--- config.mk ---
export PLATFORM = sky130hd
export DESIGN_NAME = dispatch_queue_flat
export DESIGN_NICKNAME = d
export VERILOG_FILES = /design/src/rtl/dispatch_queue_if.sv /design/src/rtl/dispatch_queue.sv /design/src/flat_wrapper.sv
export SDC_FILE = /design/constraint.sdc
export NUM_CORES = 2
export LEC_CHECK = 0
export CORE_UTILIZATION = 55
export DETAILED_ROUTE_END_ITERATION = 12
export MAX_ROUTING_LAYER = met4
export PLACE_DENSITY = 0.78
export SLEW_MARGIN = 10
export SYNTH_ARGS = -nofsm -noshare
export SYNTH_HDL_FRONTEND = slang
export SYNTH_SLANG_ARGS = --single-unit
--- constraint.sdc ---
create_clock -name clk_in -period 54.1 [get_ports clk_in]
set_input_delay 16.23 -clock clk_in [delete_from_list [all_inputs] [get_ports clk_in]]
set_output_delay 16.23 -clock clk_in [all_outputs]
set_load 0.02 [all_outputs]
--- src/rtl/dispatch_queue_if.sv ---
// Dispatch queue signal bundle: ID enqueue side, regfile/ROB operand lookup,
// CDB snoop channels and the issue side towards RS/LSB.
interface dispatch_queue_if #(
    parameter int unsigned N_CDB  = 2,
    parameter int unsigned ROB_W  = 4,
    parameter int unsigned DATA_W = 32
);
    logic                      flush_in;

    logic                      in_valid;
    logic                      in_ready;
    logic [5:0]                in_op;
    logic [DATA_W-1:0]         in_a;
    logic [4:0]                in_rd;
    logic [DATA_W-1:0]         in_pc;
    logic [1:0]                in_ctl;
    logic [1:0]                in_use;

    logic [1:0]                src_busy;
    logic [2*DATA_W-1:0]       src_val;
    logic [1:0]                rob_src_ready;
    logic [2*DATA_W-1:0]       rob_src_val;
    logic                      rob_full;
    logic [ROB_W-1:0]          rob_nxtpos;
    logic                      rob_alloc;
    logic                      reg_rename;

    logic [N_CDB-1:0]          cdb_valid;
    logic [N_CDB*ROB_W-1:0]    cdb_tag;
    logic [N_CDB*DATA_W-1:0]   cdb_val;

    logic                      rs_full;
    logic                      lsb_full;
    logic [1:0]                out_valid;
    logic [5:0]                out_op;
    logic [DATA_W-1:0]         out_a;
    logic [4:0]                out_rd;
    logic [DATA_W-1:0]         out_pc;
    logic [ROB_W-1:0]          out_tag;
    logic [1:0]                out_q;
    logic [2*DATA_W-1:0]       out_v;

    // Environment side: ID, regfile, ROB, CDB and the issue targets.
    modport master (
        output flush_in, in_valid, in_op, in_a, in_rd, in_pc, in_ctl, in_use,
        output src_busy, src_val, rob_src_ready, rob_src_val, rob_full, rob_nxtpos,
        output cdb_valid, cdb_tag, cdb_val, rs_full, lsb_full,
        input  in_ready, rob_alloc, reg_rename,
        input  out_valid, out_op, out_a, out_rd, out_pc, out_tag, out_q, out_v
    );

    // Queue side.
    modport slave (
        input  flush_in, in_valid, in_op, in_a, in_rd, in_pc, in_ctl, in_use,
        input  src_busy, src_val, rob_src_ready, rob_src_val, rob_full, rob_nxtpos,
        input  cdb_valid, cdb_tag, cdb_val, rs_full, lsb_full,
        output in_ready, rob_alloc, reg_rename,
        output out_valid, out_op, out_a, out_rd, out_pc, out_tag, out_q, out_v
    );
endinterface

--- src/rtl/dispatch_queue.sv ---
// In-order dispatch queue: allocates a ROB tag and renames rd at enqueue,
// resolves operands from regfile/ROB/CDB, snoops the CDB while queued and
// issues the head to RS or LSB as a registered one-cycle pulse.
module dispatch_queue #(
    parameter int unsigned DEPTH  = 4,
    parameter int unsigned N_CDB  = 2,
    parameter int unsigned ROB_W  = 4,
    parameter int unsigned DATA_W = 32
) (
    input  logic            clk_in,
    input  logic            rst_in,
    dispatch_queue_if.slave bus
);
    localparam int unsigned PTR_W = $clog2(DEPTH);
    localparam int unsigned CNT_W = PTR_W + 1;
    localparam logic [CNT_W-1:0] FULL_CNT = CNT_W'(DEPTH);

    // Pending operands keep their tag zero-extended in v, so an entry maps
    // directly onto the issue payload.
    typedef struct packed {
        logic [5:0]             op;
        logic [DATA_W-1:0]      a;
        logic [4:0]             rd;
        logic [DATA_W-1:0]      pc;
        logic [ROB_W-1:0]       tag;
        logic                   cls;
        logic [1:0]             q;
        logic [1:0][DATA_W-1:0] v;
    } entry_t;

    entry_t           ent_q     [DEPTH];
    entry_t           ent_snoop [DEPTH];
    entry_t           ent_d     [DEPTH];
    entry_t           new_ent;
    entry_t           head_ent;
    entry_t           out_ent_q;
    logic             out_pulse_q;

    logic [PTR_W-1:0] head_q;
    logic [PTR_W-1:0] tail_q;
    logic [CNT_W-1:0] count_q;
    logic [CNT_W-1:0] count_d;
    logic             push;
    logic             pop;

    logic [N_CDB-1:0]        cdb_valid;
    logic [N_CDB*ROB_W-1:0]  cdb_tag;
    logic [N_CDB*DATA_W-1:0] cdb_val;

    assign cdb_valid = bus.cdb_valid;
    assign cdb_tag   = bus.cdb_tag;
    assign cdb_val   = bus.cdb_val;

    // Returns {hit, value}; the lowest matching channel wins.
    function automatic logic [DATA_W:0] cdb_lookup(input logic [ROB_W-1:0] tag);
        logic [DATA_W:0] res;
        res = '0;
        for (int unsigned c = 0; c < N_CDB; c++) begin
            if (!res[DATA_W] && cdb_valid[c] && (cdb_tag[c*ROB_W +: ROB_W] == tag)) begin
                res = {1'b1, cdb_val[c*DATA_W +: DATA_W]};
            end
        end
        return res;
    endfunction

    // Handshake: no pass-through when full, nothing accepted during flush.
    assign bus.in_ready   = (count_q < FULL_CNT) && !bus.rob_full && !bus.flush_in;
    assign push           = bus.in_valid && bus.in_ready;
    assign bus.rob_alloc  = push;
    assign bus.reg_rename = push && bus.in_ctl[1];

    // Build the incoming entry, resolving each operand in priority order.
    always_comb begin : build_new
        logic [DATA_W-1:0] sv;
        logic [DATA_W:0]   hit;
        new_ent     = '0;
        new_ent.op  = bus.in_op;
        new_ent.a   = bus.in_a;
        new_ent.rd  = bus.in_rd;
        new_ent.pc  = bus.in_pc;
        new_ent.tag = bus.rob_nxtpos;
        new_ent.cls = bus.in_ctl[0];
        for (int unsigned i = 0; i < 2; i++) begin
            sv  = bus.src_val[i*DATA_W +: DATA_W];
            hit = '0;
            if (!bus.in_use[i]) begin
                new_ent.v[i] = '0;
            end else if (!bus.src_busy[i]) begin
                new_ent.v[i] = sv;
            end else if (bus.rob_src_ready[i]) begin
                new_ent.v[i] = bus.rob_src_val[i*DATA_W +: DATA_W];
            end else begin
                hit = cdb_lookup(sv[ROB_W-1:0]);
                if (hit[DATA_W]) begin
                    new_ent.v[i] = hit[DATA_W-1:0];
                end else begin
                    new_ent.q[i] = 1'b1;
                    new_ent.v[i] = DATA_W'(sv[ROB_W-1:0]);
                end
            end
        end
    end

    // Wake up pending operands of every entry from this cycle's broadcasts.
    always_comb begin : snoop
        logic [DATA_W:0] hit;
        hit = '0;
        for (int unsigned e = 0; e < DEPTH; e++) begin
            ent_snoop[e] = ent_q[e];
            for (int unsigned i = 0; i < 2; i++) begin
                if (ent_q[e].q[i]) begin
                    hit = cdb_lookup(ent_q[e].v[i][ROB_W-1:0]);
                    if (hit[DATA_W]) begin
                        ent_snoop[e].q[i] = 1'b0;
                        ent_snoop[e].v[i] = hit[DATA_W-1:0];
                    end
                end
            end
        end
    end

    // Head issues when its target unit has room; snooped copy feeds the payload.
    assign head_ent = ent_snoop[head_q];
    assign pop      = (count_q != '0) && !bus.flush_in &&
                      (head_ent.cls ? !bus.lsb_full : !bus.rs_full);

    // Next-state storage and occupancy.
    always_comb begin
        for (int unsigned e = 0; e < DEPTH; e++) begin
            ent_d[e] = ent_snoop[e];
        end
        if (push) begin
            ent_d[tail_q] = new_ent;
        end
        count_d = count_q;
        if (push && !pop) begin
            count_d = count_q + 1'b1;
        end else if (pop && !push) begin
            count_d = count_q - 1'b1;
        end
    end

    // Entry storage.
    always_ff @(posedge clk_in or posedge rst_in) begin
        if (rst_in) begin
            for (int unsigned e = 0; e < DEPTH; e++) begin
                ent_q[e] <= '0;
            end
        end else begin
            for (int unsigned e = 0; e < DEPTH; e++) begin
                ent_q[e] <= ent_d[e];
            end
        end
    end

    // Pointers and count; flush empties the queue.
    always_ff @(posedge clk_in or posedge rst_in) begin
        if (rst_in) begin
            head_q  <= '0;
            tail_q  <= '0;
            count_q <= '0;
        end else if (bus.flush_in) begin
            head_q  <= '0;
            tail_q  <= '0;
            count_q <= '0;
        end else begin
            if (pop) begin
                head_q <= head_q + 1'b1;
            end
            if (push) begin
                tail_q <= tail_q + 1'b1;
            end
            count_q <= count_d;
        end
    end

    // Issue register: one-cycle pulse, payload held until the next issue.
    always_ff @(posedge clk_in or posedge rst_in) begin
        if (rst_in) begin
            out_pulse_q <= 1'b0;
            out_ent_q   <= '0;
        end else if (bus.flush_in) begin
            out_pulse_q <= 1'b0;
            out_ent_q   <= '0;
        end else begin
            out_pulse_q <= pop;
            if (pop) begin
                out_ent_q <= head_ent;
            end
        end
    end

    assign bus.out_valid = {out_pulse_q && out_ent_q.cls, out_pulse_q && !out_ent_q.cls};
    assign bus.out_op    = out_ent_q.op;
    assign bus.out_a     = out_ent_q.a;
    assign bus.out_rd    = out_ent_q.rd;
    assign bus.out_pc    = out_ent_q.pc;
    assign bus.out_tag   = out_ent_q.tag;
    assign bus.out_q     = out_ent_q.q;
    assign bus.out_v     = out_ent_q.v;
endmodule
--- src/flat_wrapper.sv ---
// flat-port wrapper written by rule: the top's interface ports become plain ports
module dispatch_queue_flat 
#(
    parameter int unsigned DEPTH  = 4,
    parameter int unsigned N_CDB  = 2,
    parameter int unsigned ROB_W  = 4,
    parameter int unsigned DATA_W = 32
)
  (clk_in, rst_in, bus_flush_in, bus_in_valid, bus_in_op, bus_in_a, bus_in_rd, bus_in_pc, bus_in_ctl, bus_in_use, bus_src_busy, bus_src_val, bus_rob_src_ready, bus_rob_src_val, bus_rob_full, bus_rob_nxtpos, bus_cdb_valid, bus_cdb_tag, bus_cdb_val, bus_rs_full, bus_lsb_full, bus_in_ready, bus_rob_alloc, bus_reg_rename, bus_out_valid, bus_out_op, bus_out_a, bus_out_rd, bus_out_pc, bus_out_tag, bus_out_q, bus_out_v);
  dispatch_queue_if #(.N_CDB(N_CDB), .ROB_W(ROB_W), .DATA_W(DATA_W)) bus_i ();
  input  logic clk_in;
  input  logic rst_in;
  input wire logic [$bits(bus_i.flush_in)-1:0] bus_flush_in;
  input wire logic [$bits(bus_i.in_valid)-1:0] bus_in_valid;
  input wire logic [$bits(bus_i.in_op)-1:0] bus_in_op;
  input wire logic [$bits(bus_i.in_a)-1:0] bus_in_a;
  input wire logic [$bits(bus_i.in_rd)-1:0] bus_in_rd;
  input wire logic [$bits(bus_i.in_pc)-1:0] bus_in_pc;
  input wire logic [$bits(bus_i.in_ctl)-1:0] bus_in_ctl;
  input wire logic [$bits(bus_i.in_use)-1:0] bus_in_use;
  input wire logic [$bits(bus_i.src_busy)-1:0] bus_src_busy;
  input wire logic [$bits(bus_i.src_val)-1:0] bus_src_val;
  input wire logic [$bits(bus_i.rob_src_ready)-1:0] bus_rob_src_ready;
  input wire logic [$bits(bus_i.rob_src_val)-1:0] bus_rob_src_val;
  input wire logic [$bits(bus_i.rob_full)-1:0] bus_rob_full;
  input wire logic [$bits(bus_i.rob_nxtpos)-1:0] bus_rob_nxtpos;
  input wire logic [$bits(bus_i.cdb_valid)-1:0] bus_cdb_valid;
  input wire logic [$bits(bus_i.cdb_tag)-1:0] bus_cdb_tag;
  input wire logic [$bits(bus_i.cdb_val)-1:0] bus_cdb_val;
  input wire logic [$bits(bus_i.rs_full)-1:0] bus_rs_full;
  input wire logic [$bits(bus_i.lsb_full)-1:0] bus_lsb_full;
  output wire logic [$bits(bus_i.in_ready)-1:0] bus_in_ready;
  output wire logic [$bits(bus_i.rob_alloc)-1:0] bus_rob_alloc;
  output wire logic [$bits(bus_i.reg_rename)-1:0] bus_reg_rename;
  output wire logic [$bits(bus_i.out_valid)-1:0] bus_out_valid;
  output wire logic [$bits(bus_i.out_op)-1:0] bus_out_op;
  output wire logic [$bits(bus_i.out_a)-1:0] bus_out_a;
  output wire logic [$bits(bus_i.out_rd)-1:0] bus_out_rd;
  output wire logic [$bits(bus_i.out_pc)-1:0] bus_out_pc;
  output wire logic [$bits(bus_i.out_tag)-1:0] bus_out_tag;
  output wire logic [$bits(bus_i.out_q)-1:0] bus_out_q;
  output wire logic [$bits(bus_i.out_v)-1:0] bus_out_v;
  assign bus_i.flush_in = bus_flush_in;
  assign bus_i.in_valid = bus_in_valid;
  assign bus_i.in_op = bus_in_op;
  assign bus_i.in_a = bus_in_a;
  assign bus_i.in_rd = bus_in_rd;
  assign bus_i.in_pc = bus_in_pc;
  assign bus_i.in_ctl = bus_in_ctl;
  assign bus_i.in_use = bus_in_use;
  assign bus_i.src_busy = bus_src_busy;
  assign bus_i.src_val = bus_src_val;
  assign bus_i.rob_src_ready = bus_rob_src_ready;
  assign bus_i.rob_src_val = bus_rob_src_val;
  assign bus_i.rob_full = bus_rob_full;
  assign bus_i.rob_nxtpos = bus_rob_nxtpos;
  assign bus_i.cdb_valid = bus_cdb_valid;
  assign bus_i.cdb_tag = bus_cdb_tag;
  assign bus_i.cdb_val = bus_cdb_val;
  assign bus_i.rs_full = bus_rs_full;
  assign bus_i.lsb_full = bus_lsb_full;
  assign bus_in_ready = bus_i.in_ready;
  assign bus_rob_alloc = bus_i.rob_alloc;
  assign bus_reg_rename = bus_i.reg_rename;
  assign bus_out_valid = bus_i.out_valid;
  assign bus_out_op = bus_i.out_op;
  assign bus_out_a = bus_i.out_a;
  assign bus_out_rd = bus_i.out_rd;
  assign bus_out_pc = bus_i.out_pc;
  assign bus_out_tag = bus_i.out_tag;
  assign bus_out_q = bus_i.out_q;
  assign bus_out_v = bus_i.out_v;
  dispatch_queue #(.DEPTH(DEPTH), .N_CDB(N_CDB), .ROB_W(ROB_W), .DATA_W(DATA_W)) u_core (.clk_in(clk_in), .rst_in(rst_in), .bus(bus_i));
endmodule
==> parameters.txt <==
Parameter                              Value

Detailed routing
  Average wire length per cell after detail routing    26.9 um
  Routed via count    37.7k
  Number of DRC violations after detailed routing    0
  Aggregate routed wire length    151,000 um
  Number of nets with antenna violations after routing    0
  Post-DR vias/cell    6.72
  Number of design-rule violations left by the first detailed-router iteration    6,160
  Drt pass-1 iters    9

STA
  Headroom to the max-slew limit    5.97%
  Total count of hold-check failures in the final report    0
  Highest achievable clock rate    28.5 MHz
  Setup repair after global routing missed its margin    false
  Number of max-slew violations in the final report    0
  Minimum clock period after layout    35.12 ns
  Slew at the pin closest to its max-slew limit    1.40 ns
  Total of endpoints with negative setup slack in the final report    0
  Layout Skew    0.0330 ns
  Final clock period utilization by the worst path    64.9%
  TNS Setup    0 ns

Final layout
  Area growth, synth to finish    16.6%
  Post-layout nets    4,866
  Post-Route Utilization    64.9%
  Layout cell share with drive strength beyond 1    7.60%

GRT
  Number of global-route vias before repair    37.2k
  Global-route total usage across every layer    41.5%
  Largest net degree at the start of global routing    168
  GR Overflow Total    0
  First-pass GRT wire length    226,000 um
  Initial antenna violation count    25

Floorplan
  Die Y    271 um
  Core area    0.0716 mm2
  Row count    98
  Effective utilization at floorplan    55.7%
  Die area    0.0736 mm2
  I/O Pins    446
  X dimension of the die    271 um

CTS
  Hold buffer count at CTS    0
  Count of cells resized by post-cts repair    0
  H-Tree Level Count    3
  Count of clock tree sinks    738
  Number of setup buffers added after CTS    0
  CTS Buffer Depth    3
  Worst-skew pair later-pin latency    0.65 ns
  Clock edge transition at the registers on the reported setup and hold paths    0.06 ns
  TritonCTS Buffers    80
  Root buffer cell    sky130_fd_sc_hd__clkbuf_16
  CTS tree    yes

Logic synthesis
  Most common cell in the synthesized netlist    sky130_fd_sc_hd__nand2_1
  Synthesized netlist cell count    4,510
  Number of enable flip-flop cells after synthesis    0
  Share of the yosys chip area belonging to registers    46.3%
  Dominant synthesized flop cell    sky130_fd_sc_hd__dfrtp_1
  Synthesized net count    4,811
  Number of register bits inferred by synthesis    738
  Yosys Warn Count    0
  Share of the synthesized area in the top cell type    46.3%
  Dominant cell type by area after synthesis    sky130_fd_sc_hd__dfrtp_1
  Ys async rst share    100%
  Cell Area, Synth    0.0399 mm2
  Count of unique library cells instantiated by Yosys    78
  Top area cells in the synthesized netlist    sky130_fd_sc_hd__dfrtp_1 (46%), sky130_fd_sc_hd__nand2_1 (13%), sky130_fd_sc_hd__mux4_2 (4.5%)
  Synth top cells by count    sky130_fd_sc_hd__nand2_1 (1,361), sky130_fd_sc_hd__dfrtp_1 (738), sky130_fd_sc_hd__o21ai_0 (349), sky130_fd_sc_hd__clkbuf_1 (333), sky130_fd_sc_hd__nor2_1 (169)
  Mean cell area of the mapped netlist    8.84 um2

Place
  Half-perimeter wire length of the detailed placement result    91,500 um
  Input/output buffers    445
  Routability-driven placement congestion ratio    1.05

Worst setup path
  Required time at the endpoint of the critical path    37.87 ns
  CP Launch Type    input port
  Worst setup path category    in2out
  Data arrival at the endpoint of the critical path    18.89 ns
  Kind of end point of the critical path    output pin
  Setup slack of the most critical reg-to-reg path    48.77 ns
  Critical path fanouts, max    8

Status
  Run status    completed

Hold path
  Class of the worst hold path    reg2reg

Pwr
  Worst voltage drop across the vdd grid    38.8 uV
  Final Total Pwr    2.00 mW
  Total power density per cell area    43.0 mW/mm2
  Static leakage power    20.2 nW

Flow run
  Max-cap viol count    0
-- cell usage in the layout (no fill, tap or decap), drive strengths merged, types with 16 or more instances in the layout --
master / instances
a211oi: 17
a21oi: 85
a221o: 49
a221oi: 51
a22oi: 70
a2bb2oi: 40
a31oi: 82
and2: 20
buf: 66
clkbuf: 117
clkdlybuf4s50: 440
clkinv: 17
dfrtp: 738
diode: 26
inv: 45
mux2i: 110
mux4: 80
nand2: 1361
nand3: 79
nand3b: 26
nor2: 169
nor2b: 30
nor3: 30
o211ai: 28
o21ai: 350
o221ai: 88
o22a: 24
o22ai: 130
o31ai: 16
or3: 16
or3b: 24
xnor2: 37
xor2: 43
-- worst max-delay path, stage by stage --
cell	delay (ns)
sky130_fd_sc_hd__clkdlybuf4s50_1	0.63
sky130_fd_sc_hd__nor3_1	0.73
sky130_fd_sc_hd__nand2_1	0.32
sky130_fd_sc_hd__clkinv_1	0.32
sky130_fd_sc_hd__clkdlybuf4s50_1	0.67
-- report_power, final --
group	switching (mW)	internal [mW]	leakage [nW]	total, mW
registers	0.0925	0.702	9.85	0.794
clock network	0.244	0.349	1.38	0.593
logic	0.343	0.268	8.92	0.611
total	0.679	1.32	20.2	2.00
-- metrics by stage --
step	std cells	hold WS, ns	setup slack [ns]	area (um2)
5_1_grt	5606	0.487	18.82	46500
2_1_floorplan	4510	0.440	17.16	39900
3_5_place_dp	5433	0.457	19.10	43600
3_3_place_gp	5433	0.452	19.14	43600
6_report	5606	0.470	18.98	46500
4_1_cts	5580	0.472	19.00	46400
-- registers in the layout (all words and copies together) (netlist names), 2 cells and up --
| name | cells |
|---|---|
| u_core.count_q | 3 |
| u_core.bus.out_pc | 32 |
| u_core.bus.out_v | 64 |
| u_core.bus.out_rd | 5 |
| u_core.head_q | 2 |
| u_core.bus.out_op | 6 |
| u_core.ent_q | 584 |
| u_core.tail_q | 2 |
| u_core.bus.out_tag | 4 |
| u_core.bus.out_a | 32 |
| u_core.bus.out_q | 2 |
-- layer usage --
metal | wire length (um) | track usage, %
met4 | 9220 | 22.6
met2 | 65500 | 59.4
met5 | 0 | -
met1 | 54000 | 51.3
met3 | 21900 | 14.6
-- path summary, 6_finish.rpt --
check / from / end / cells after the start
max: bus_flush_in / bus_rob_alloc / 5
min: u_core.ent_q[71] / u_core.ent_q[71] / 2
max reg2reg: u_core.head_q[0] / u_core.bus.out_v[50] / 9
min reg2reg: u_core.ent_q[71] / u_core.ent_q[71] / 2
max in group asynchronous: rst_in / u_core.ent_q[362] / 5
min in group asynchronous: rst_in / u_core.bus.out_v[5] / 2
-- final cells by class --
cell class	count	area, um2
antenna	26	65.1
clock buffer	117	2350
clock inverter	30	503
fill	5844	25100
inverter	47	190
multi-input combinational	3192	18800
sequential	738	18500
tap	950	1190
timing repair buffer	506	4920
-- cell families (layout without fill, tap and decap cells) --
logic type | after synthesis | count (layout) | share of synthesized area, %
buffers and inverters | 580 | 700 | 6.99
adder cells (fa/ha/maj) | 5 | 5 | 0.176
XOR/XNOR | 80 | 80 | 1.76
flip-flops | 738 | 738 | 46.3
multiplexers | 195 | 195 | 7.43
AND/OR/NAND/NOR | 1813 | 1813 | 18.9
other | 0 | 26 | 0
AO/OA/AOI/OAI | 1099 | 1099 | 18.4
No activity file was read; power rests on OpenSTA's default activity.
